### config.mk
export PLATFORM = sky130hd
export DESIGN_NAME = ex_muldiv
export DESIGN_NICKNAME = d
export VERILOG_FILES = /design/src/rtl/ex_muldiv_pkg.sv /design/src/rtl/div_core.sv /design/src/rtl/ex_muldiv.sv
export SDC_FILE = /design/constraint.sdc
export NUM_CORES = 2
export LEC_CHECK = 0
export ABC_AREA = 1
export CORE_MARGIN = 10
export CORE_UTILIZATION = 50
export CTS_CLUSTER_DIAMETER = 80
export DETAILED_ROUTE_END_ITERATION = 12
export GPL_TIMING_DRIVEN = 0
export PLACE_DENSITY_LB_ADDON = 0.15
export SYNTH_ARGS = -nofsm -noshare
export SYNTH_HDL_FRONTEND = slang
export SYNTH_SLANG_ARGS = --single-unit
### constraint.sdc
create_clock -name clk -period 11.25 [get_ports clk]
set_clock_uncertainty 0.05 [all_clocks]
set_input_delay 3.375 -clock clk [delete_from_list [all_inputs] [get_ports clk]]
set_output_delay 3.375 -clock clk [all_outputs]
set_load 0.005 [all_outputs]
### src/rtl/ex_muldiv_pkg.sv
// Shared opcode/func3 encodings, FSM states and helpers for the EX-stage M-extension unit.
package ex_muldiv_pkg;

  localparam logic [6:0] EXE_OP_M    = 7'b0110011;
  localparam logic [6:0] EXE_FUNC7_M = 7'b0000001;

  localparam logic [2:0] F3_MUL    = 3'b000;
  localparam logic [2:0] F3_MULH   = 3'b001;
  localparam logic [2:0] F3_MULHSU = 3'b010;
  localparam logic [2:0] F3_MULHU  = 3'b011;
  localparam logic [2:0] F3_DIV    = 3'b100;
  localparam logic [2:0] F3_DIVU   = 3'b101;
  localparam logic [2:0] F3_REM    = 3'b110;
  localparam logic [2:0] F3_REMU   = 3'b111;

  localparam int DIV_CYCLES = 32;

  typedef enum logic [1:0] {
    S_IDLE = 2'd0,
    S_MUL  = 2'd1,
    S_DIV  = 2'd2,
    S_DONE = 2'd3
  } md_state_e;

  function automatic logic [31:0] neg32(input logic [31:0] v);
    return ~v + 32'd1;
  endfunction

endpackage

### src/rtl/div_core.sv
// Restoring divider on unsigned magnitudes, one quotient bit per step.
module div_core
  import ex_muldiv_pkg::*;
(
  input  logic        clk,
  input  logic        rst,
  input  logic        start_i,
  input  logic        step_i,
  input  logic        signed_i,
  input  logic [31:0] dividend_i,
  input  logic [31:0] divisor_i,
  output logic [31:0] quotient_o,
  output logic [31:0] remainder_o,
  output logic        done_o
);

  logic [31:0] rem_q, quo_q, dvs_q;
  logic [4:0]  cnt_q;
  logic [32:0] shifted, trial;
  logic [31:0] rem_d, quo_d;
  logic [31:0] dvd_mag, dvs_mag;

  assign dvd_mag = (signed_i && dividend_i[31]) ? neg32(dividend_i) : dividend_i;
  assign dvs_mag = (signed_i && divisor_i[31])  ? neg32(divisor_i)  : divisor_i;

  // quo_q doubles as the dividend shift register: its MSB feeds the partial remainder.
  always_comb begin
    shifted = {rem_q, quo_q[31]};
    trial   = shifted - {1'b0, dvs_q};
    rem_d   = trial[32] ? shifted[31:0] : trial[31:0];
    quo_d   = {quo_q[30:0], ~trial[32]};
  end

  // Post-step values, so the caller can register the final result on the last step.
  assign quotient_o  = quo_d;
  assign remainder_o = rem_d;
  assign done_o      = step_i && (cnt_q == 5'(DIV_CYCLES - 1));

  always_ff @(posedge clk) begin
    if (rst) begin
      rem_q <= '0;
      quo_q <= '0;
      dvs_q <= '0;
      cnt_q <= '0;
    end else if (start_i) begin
      rem_q <= '0;
      quo_q <= dvd_mag;
      dvs_q <= dvs_mag;
      cnt_q <= '0;
    end else if (step_i) begin
      rem_q <= rem_d;
      quo_q <= quo_d;
      cnt_q <= cnt_q + 5'd1;
    end
  end

endmodule

### src/rtl/ex_muldiv.sv
// EX-stage RV32M unit: single-cycle multiply, 32-step iterative divide, stalls the pipeline meanwhile.
module ex_muldiv
  import ex_muldiv_pkg::*;
(
  input  logic        clk,
  input  logic        rst,
  input  logic [6:0]  ex_opcode,
  input  logic [2:0]  ex_func3,
  input  logic [6:0]  ex_func7,
  input  logic [31:0] ex_reg1,
  input  logic [31:0] ex_reg2,
  input  logic [4:0]  ex_wd,
  input  logic        ex_wreg,
  input  logic        hold,
  output logic        stallreq,
  output logic        md_valid,
  output logic [31:0] md_wdata,
  output logic [4:0]  md_wd,
  output logic        md_wreg,
  output md_state_e   dbg_state
);

  // Handshake: stallreq freezes IF/ID/EX while an op is accepted or computing; md_valid
  // marks the single DONE cycle (extended while hold=1) where md_wdata/md_wd/md_wreg are final.
  md_state_e   state_q, state_d;
  logic [31:0] a_q, b_q, wdata_q, wdata_d;
  logic [2:0]  f3_q;
  logic [4:0]  wd_q;
  logic        wreg_q;

  logic        is_m, div_zero, div_ovf, div_start, div_done;
  logic [31:0] div_quo, div_rem, quo_fix, rem_fix;
  logic        a_sgn, b_sgn;
  logic signed [63:0] mul_a, mul_b, mul_p;

  assign is_m      = (ex_opcode == EXE_OP_M) && (ex_func7 == EXE_FUNC7_M);
  assign div_zero  = (ex_reg2 == 32'd0);
  assign div_ovf   = !ex_func3[0] && (ex_reg1 == 32'h8000_0000) && (ex_reg2 == 32'hFFFF_FFFF);
  assign div_start = (state_q == S_IDLE) && is_m && ex_func3[2] && !div_zero && !div_ovf;

  div_core u_div_core (
    .clk         (clk),
    .rst         (rst),
    .start_i     (div_start),
    .step_i      (state_q == S_DIV),
    .signed_i    (!ex_func3[0]),
    .dividend_i  (ex_reg1),
    .divisor_i   (ex_reg2),
    .quotient_o  (div_quo),
    .remainder_o (div_rem),
    .done_o      (div_done)
  );

  // Sign-extend each operand to 64 bits according to the MULH* flavour.
  assign a_sgn = (f3_q != F3_MULHU);
  assign b_sgn = (f3_q == F3_MUL) || (f3_q == F3_MULH);
  assign mul_a = {{32{a_sgn & a_q[31]}}, a_q};
  assign mul_b = {{32{b_sgn & b_q[31]}}, b_q};
  assign mul_p = mul_a * mul_b;

  assign quo_fix = (!f3_q[0] && (a_q[31] ^ b_q[31])) ? neg32(div_quo) : div_quo;
  assign rem_fix = (!f3_q[0] && a_q[31]) ? neg32(div_rem) : div_rem;

  always_comb begin
    state_d = state_q;
    wdata_d = wdata_q;
    case (state_q)
      S_IDLE: begin
        if (is_m) begin
          if (!ex_func3[2]) begin
            state_d = S_MUL;
          end else if (div_zero) begin
            wdata_d = ex_func3[1] ? ex_reg1 : 32'hFFFF_FFFF;
            state_d = S_DONE;
          end else if (div_ovf) begin
            wdata_d = ex_func3[1] ? 32'd0 : 32'h8000_0000;
            state_d = S_DONE;
          end else begin
            state_d = S_DIV;
          end
        end
      end
      S_MUL: begin
        wdata_d = (f3_q == F3_MUL) ? mul_p[31:0] : mul_p[63:32];
        state_d = S_DONE;
      end
      S_DIV: begin
        if (div_done) begin
          wdata_d = f3_q[1] ? rem_fix : quo_fix;
          state_d = S_DONE;
        end
      end
      S_DONE: begin
        if (!hold) state_d = S_IDLE;
      end
      default: state_d = S_IDLE;
    endcase
  end

  always_ff @(posedge clk) begin
    if (rst) begin
      state_q <= S_IDLE;
      wdata_q <= '0;
      a_q     <= '0;
      b_q     <= '0;
      f3_q    <= '0;
      wd_q    <= '0;
      wreg_q  <= 1'b0;
    end else begin
      state_q <= state_d;
      wdata_q <= wdata_d;
      if (state_q == S_IDLE && is_m) begin
        a_q    <= ex_reg1;
        b_q    <= ex_reg2;
        f3_q   <= ex_func3;
        wd_q   <= ex_wd;
        wreg_q <= ex_wreg;
      end
    end
  end

  assign stallreq  = !rst && ((state_q == S_IDLE && is_m) || state_q == S_MUL || state_q == S_DIV);
  assign md_valid  = (state_q == S_DONE);
  assign md_wdata  = wdata_q;
  assign md_wd     = wd_q;
  assign md_wreg   = wreg_q;
  assign dbg_state = state_q;

endmodule
# Word-level counts from Yosys, hierarchy flattened
# Index checks and enable logic that the tools add are counted.
word_totals:
  regBits: 208
  latchBits: 0
  ramBits: 0
  romBits: 0
  inputBits: 90
  n_memories: 0
op_classes:
  add_sub_neg: 6
  n_mul: 1
  div: 0
  order_cmp: 0
  n_eq_ne: 15
  shifts: 0
  n_mux: 24
  bitwise: 8
  reduce_logical: 29
op_table:
  columns: ["cell", "n"]
  rows:
  - ["two-way mux 32 bit", 16]
  - ["adder 32 x 1 -> 32 bit (second input constant)", 4]
  - ["NOT 32 bit", 4]
  - ["one-hot mux 32 bit (3 select lines)", 1]
  - ["== test 32 bit (second input constant)", 2]
  - ["multiplier 33 x 33 -> 64 bit", 1]
  - ["subtractor 33 x 32 -> 33 bit", 1]
  - ["zero test 32 bit", 1]
  - ["logical AND 1 bit", 13]
  - ["two-way mux 2 bit", 4]
  - ["!= test 2 bit (second input constant)", 4]
  - ["one-hot mux 2 bit (4 select lines)", 1]
  - ["== test 7 x 1 -> 1 bit (second input constant)", 1]
  - ["== test 7 x 6 -> 1 bit (second input constant)", 1]
  - ["adder 5 x 1 -> 5 bit (second input constant)", 1]
  - ["== test 5 bit (second input constant)", 1]
  - ["zero test 1 bit", 5]
  - ["AND reduction 5 bit", 1]
  - ["== test 2 bit (second input constant)", 2]
  - ["== test 3 x 1 -> 1 bit (second input constant)", 1]
  - ["zero test 3 bit", 1]
  - ["logical OR 1 bit", 3]
  - ["!= test 3 x 2 -> 1 bit (second input constant)", 1]
  - ["!= test 3 bit (second input constant)", 1]
  - ["other kinds (10)", 12]

# Depth between registers and ports, before layout
logic_depth:
  depth_word: 8
  ltp_mapped: 39
  ltp_nobuf: 38

# Hierarchy
# From an unflattened synthesis, not the netlist that was laid out.
hier_totals:
  hier_cells: 8059
  hier_area_um2: 57227.4
by_module_without_submodules:
  columns: ["module", "instances", "cells_each", "area_each_um2", "seq_area_each_um2"]
  rows:
  - ["ex_muldiv", 1, 6435, 48059.8, 2142.1]
  - ["div_core", 1, 1624, 9167.5, 2021.9]

# Least setup slack after synthesis
# OpenSTA, ideal clock, no wires.
synth_timing:
  path_kind: "register -> register"
  startpoint: "register f3_q[0]"
  endpoint: "register wdata_q[26], in the netlist md_wdata[26]"
  arrival_time_ps: 8041
  slack_ps: 3023
  path_stages_with_launch: 37
  period_less_slack_ps: 8227
  path_cell_list: "dfxtp_1 > inv_1 > nor2_1 > nand2_1 > nand2_1 > clkbuf_1 > nor2_1 > fa_1 > inv_1 > fa_1 > inv_1 > fa_1 > inv_1 > fa_1 > inv_1 > fa_1 > fa_1 > fa_1 > inv_1 > fa_1 > inv_1 > ha_1 > nand2_1 > nor2_1 > inv_1 > nor3_1 > nand2_1 > nor3_1 > nand2_1 > o211ai_1 > nand2_1 > nand3_1 > nand3_1 > a21oi_1 > nand2_1 > nand2_1 > a21oi_2"
synth_between:
  elab_chain_cells: 6
  word_cells_on_any_way: 16
  classes_between: "mul: 1; eq/ne: 2; mux: 6; bitwise: 2; reduce/logical: 5"
synth_rtl:
  columns: ["item", "line_no", "text"]
  rows:
  - ["start, declared", "ex_muldiv.sv:27", "logic [2:0] f3_q;"]
  - ["start signal, assigned", "ex_muldiv.sv:115", "f3_q <= ex_func3;"]
  - ["== test 3 x 1 -> 1 bit (tied with other cells)", "ex_muldiv.sv:56", "assign b_sgn = (f3_q == F3_MUL) || (f3_q == F3_MULH);"]
  - ["logical OR 1 bit (tied with other cells)", "ex_muldiv.sv:56", null]
  - ["AND 1 bit (tied with other cells)", "ex_muldiv.sv:58", "assign mul_b = {{32{b_sgn & b_q[31]}}, b_q};"]
  - ["multiplier 33 x 33 -> 64 bit or two-way mux 32 bit (tied branches)", "ex_muldiv.sv:59, ex_muldiv.sv:89", null]
  - ["two-way mux 32 bit (on tied branches)", "ex_muldiv.sv:84, ex_muldiv.sv:88", null]
  - ["one-hot mux 32 bit (3 select lines) (*)", "ex_muldiv.sv:67", "case (state_q)"]
  - ["end signal, assigned", "ex_muldiv.sv:111", "wdata_q <= wdata_d;"]
  - ["end, declared", "ex_muldiv.sv:26", "logic [31:0] a_q, b_q, wdata_q, wdata_d;"]
# Every way passes the cells marked *; elsewhere a longest branch is shown, timed or not. The select of a mux whose other input is x is not followed.
# A chain may end at the register's enable or synchronous reset.

# Worst setup path after layout
# Ends and elaborated chain as after synthesis.

==> reports/summary.txt <==
I/O pins -> 132
Vias per cell -> 5.60
Crit-path max cell delay -> 0.83 ns
Vias in the first global route -> 51,100
Gr usage total -> 0.391
Synthesis-to-finish area growth -> 7.40%
Critical Path Sink Type -> flop
Final Util -> 0.542
Root buf cell -> clkbuf_16
Share of cells above drive strength 1 -> 0.0250
R2R Path Start -> f3_q[0]$_SDFFE_PP0P_
Worst skew pair latency -> 0.57 ns
Final min period -> 11.13 ns
Slowest CP cell -> fa_1
LEAKAGE -> 0.0298 uW
Arrival time worst endpoint -> 11.47 ns
Nets -> 9,119
Startpoint type of the worst setup path -> flop
WHS Endpoint -> md_wdata[12]$_SDFFE_PP0P_
Core area -> 109,000 um^2
Setup violations, final -> 0
Finished Cell Area -> 59,100 um^2
H-Tree Depth -> 1
Switching power share of the total -> 0.590
Worst Reg2Reg Path Length in Cells -> 33
Num Clock Sinks -> 208
Post-synth EDFFs -> 0
Power per cell area -> 119 nW/um^2
First-pass GRT wire length -> 350,000 um
Asr flop ratio synth -> 0
Final global-route overflow total -> 0
Yosys reg bits -> 208
Mapped Nets -> 8,961
CTS Buf Count -> 26
Final Hold Viols -> 0
Starting density of the core -> 0.504
Synthesized instance count -> 7,488
Max Fclk -> 0.0899 GHz
Pre-CTS setup slack -> -0.345 ns
Status -> complete, no violations
Combinational share of power -> 0.742
Area of the multi-input gates -> 42,000 um^2
Non-Filler Instances -> 9,081
IO buf count -> 128
Sequential area share after synthesis -> 0.0757
Slew at the pin with the worst max-slew slack -> 1.39 ns
Routed WL -> 240,000 um
R2R Setup Slk -> 0.12 ns
Hold/Removal Path Class -> reg -> reg
Largest net degree at the start of global routing -> 25
Hold Path Stages -> 2
DR pass1 iterations -> 8
Die ar. -> 124,000 um^2
Worst EP required -> 11.59 ns
Post-synth top area cell -> fa_1
Synth cell types -> 57
Slew Limit Fails -> 0
Final WS setup -> 0.121 ns
Die Y -> 352 um
CTS tree -> built
Relative slew slack -> 0.0670
R2r endpoint -> md_wdata[26]$_SDFFE_PP0P_
Routed WL per cell -> 26.4 um
Dpl cell area -> 58,000 um^2
Worst hold margin -> 0.420 ns
Die Span X -> 352 um
Commonest non-fill, non-tap cell in the layout -> inv_1
Share of power burned in registers -> 0.122
Rows -> 121
Hold Crit Start -> md_wdata[12]$_SDFFE_PP0P_
Bufs on Longest Clock Path -> 3
Psw -> 4160 uW
Most frequent CP cell -> fa_1
Fill count -> 10,900
Via Count -> 50,900
Register Area -> 4160 um^2
VDD IR-drop max -> 0.423 mV
Largest cells by area after synthesis -> fa_1 41%, inv_1 13%, nand2_1 13%
Routability cong. -> 1.03
Max-capacitance violation count -> 0
1st-iter DRT viols -> 5,874
Clock share of power -> 0.136
Synth Cell Area -> 55,000 um^2
# DRC -> 0
Setup CP Type -> reg -> reg
Number of antenna violations at the first check in global routing -> 6
Clock-pin slew on the worst setup and hold paths -> 0.06 ns
Mean post-synth cell area -> 7.34 um^2
Crit-path max FO -> 10
Synth top area share -> 0.410
Syn. warnings -> 0
Pint -> 2890 uW
DRT antenna net count -> 0
Post-DP HPWL -> 207,000 um
RSZ-0062 raised after global routing -> false
Most frequent cells in the layout -> 1,934 x inv_1, 1,875 x nand2_1, 1,126 x fa_1, 370 x nor2_1, 353 x clkbuf_1
Share of the clock period used by the worst path -> 0.989
# placed instances -> 9,030
Synth Flop Type -> dfxtp_1
-- what timing repair did --
action / CTS / global route
resized for setup: 3 / 6
setup endpoints to repair: 5 / 6
endpoints found under the hold margin: 0 / 0
cloned: 0 / 0
hold buffers: 0 / 0
setup buffers: 0 / 2
-- logic make-up after synthesis --
| logic type | synth area share |
|---|---|
| and+or+nand+nor | 0.197 |
| adders and majority gates | 0.468 |
| xor gates and xnor gates | 0.0162 |
| DFF | 0.0757 |
| AOI/OAI and AO/OA | 0.0816 |
| buffers and inverters | 0.161 |
-- power by group through the flow --
stage                     Sequential, uW  Clock (uW)  Combinational (uW)
final                                859         962                5230
after global routing                 862         988                5720
after CTS                            858         961                5130
after detailed placement             874           0                5100
after global placement               874           0                5080
after floorplan                      847           0                3610
-- flip-flops by register name, indices dropped and copies added, names as in the netlist --
| signal | count |
|---|---|
| dbg_state | 2 |
| u_div_core.quo_q | 32 |
| f3_q | 3 |
| md_wreg | 1 |
| md_wd | 5 |
| md_wdata | 32 |
| u_div_core.dvs_q | 32 |
| u_div_core.cnt_q | 5 |
| a_q | 32 |
| b_q | 32 |
| u_div_core.rem_q | 32 |
-- cells in the mapped netlist (all sizes together), types with 26 or more instances --
cell / number
a21oi: 305
a31oi: 94
buf: 27
clkbuf: 353
dfxtp: 208
fa: 1126
ha: 257
inv: 1950
nand2: 1926
nand3: 186
nand4: 54
nor2: 387
nor3: 51
o211ai: 26
o21ai: 307
xnor2: 28
xor2: 74
-- worst max-delay path: cells and delay by family (launching register included) --
kind / cells / cell delay (ns)
compound gates: 7 / 2.21
flops: 1 / 0.37
fa+ha+maj: 9 / 5.40
buf+inv: 9 / 1.51
simple gates: 8 / 1.38
-- final cells by class --
| type | count | share of cell area |
|---|---|---|
| antenna | 2 | 0.0000847 |
| clock inverter | 15 | 0.00420 |
| inverter | 1952 | 0.124 |
| multi-input combinational | 4948 | 0.711 |
| timing repair buffer | 130 | 0.0219 |
| tap | 1414 | 0.0300 |
| clock buffer | 32 | 0.0122 |
| sequential | 208 | 0.0705 |
| buffer | 380 | 0.0256 |
-- through the flow --
step / power, uW / TNS [ns]
final: 7050 / 0
after CTS: 6940 / 0
after global placement: 5960 / -1.11
after detailed placement: 5980 / -1.02
after global routing: 7570 / 0
after floorplan: 4460 / 0
-- how the worst max path moves through the flow --
| stage | depth (start not counted) | start | endpoint |
|---|---|---|---|
| global route | 36 | f3_q[0]$_SDFFE_PP0P_ | md_wdata[31]$_SDFFE_PP0P_ |
| global placement | 32 | f3_q[0]$_SDFFE_PP0P_ | md_wdata[26]$_SDFFE_PP0P_ |
| detailed placement | 32 | f3_q[0]$_SDFFE_PP0P_ | md_wdata[26]$_SDFFE_PP0P_ |
| CTS | 32 | f3_q[0]$_SDFFE_PP0P_ | md_wdata[26]$_SDFFE_PP0P_ |
| finish | 33 | f3_q[0]$_SDFFE_PP0P_ | md_wdata[26]$_SDFFE_PP0P_ |
| floorplan | 36 | f3_q[0]$_SDFFE_PP0P_ | md_wdata[26]$_SDFFE_PP0P_ |
-- metal layers --
metal	GRT usage	vias up	part of all wire
met2	0.591	2855	0.43
met5	0	-	0.00031
met4	0.207	12	0.068
met1	0.519	25200	0.39
li1	-	22200	-
met3	0.0936	612	0.11
Note: power is estimated with default switching activity, not from simulation.
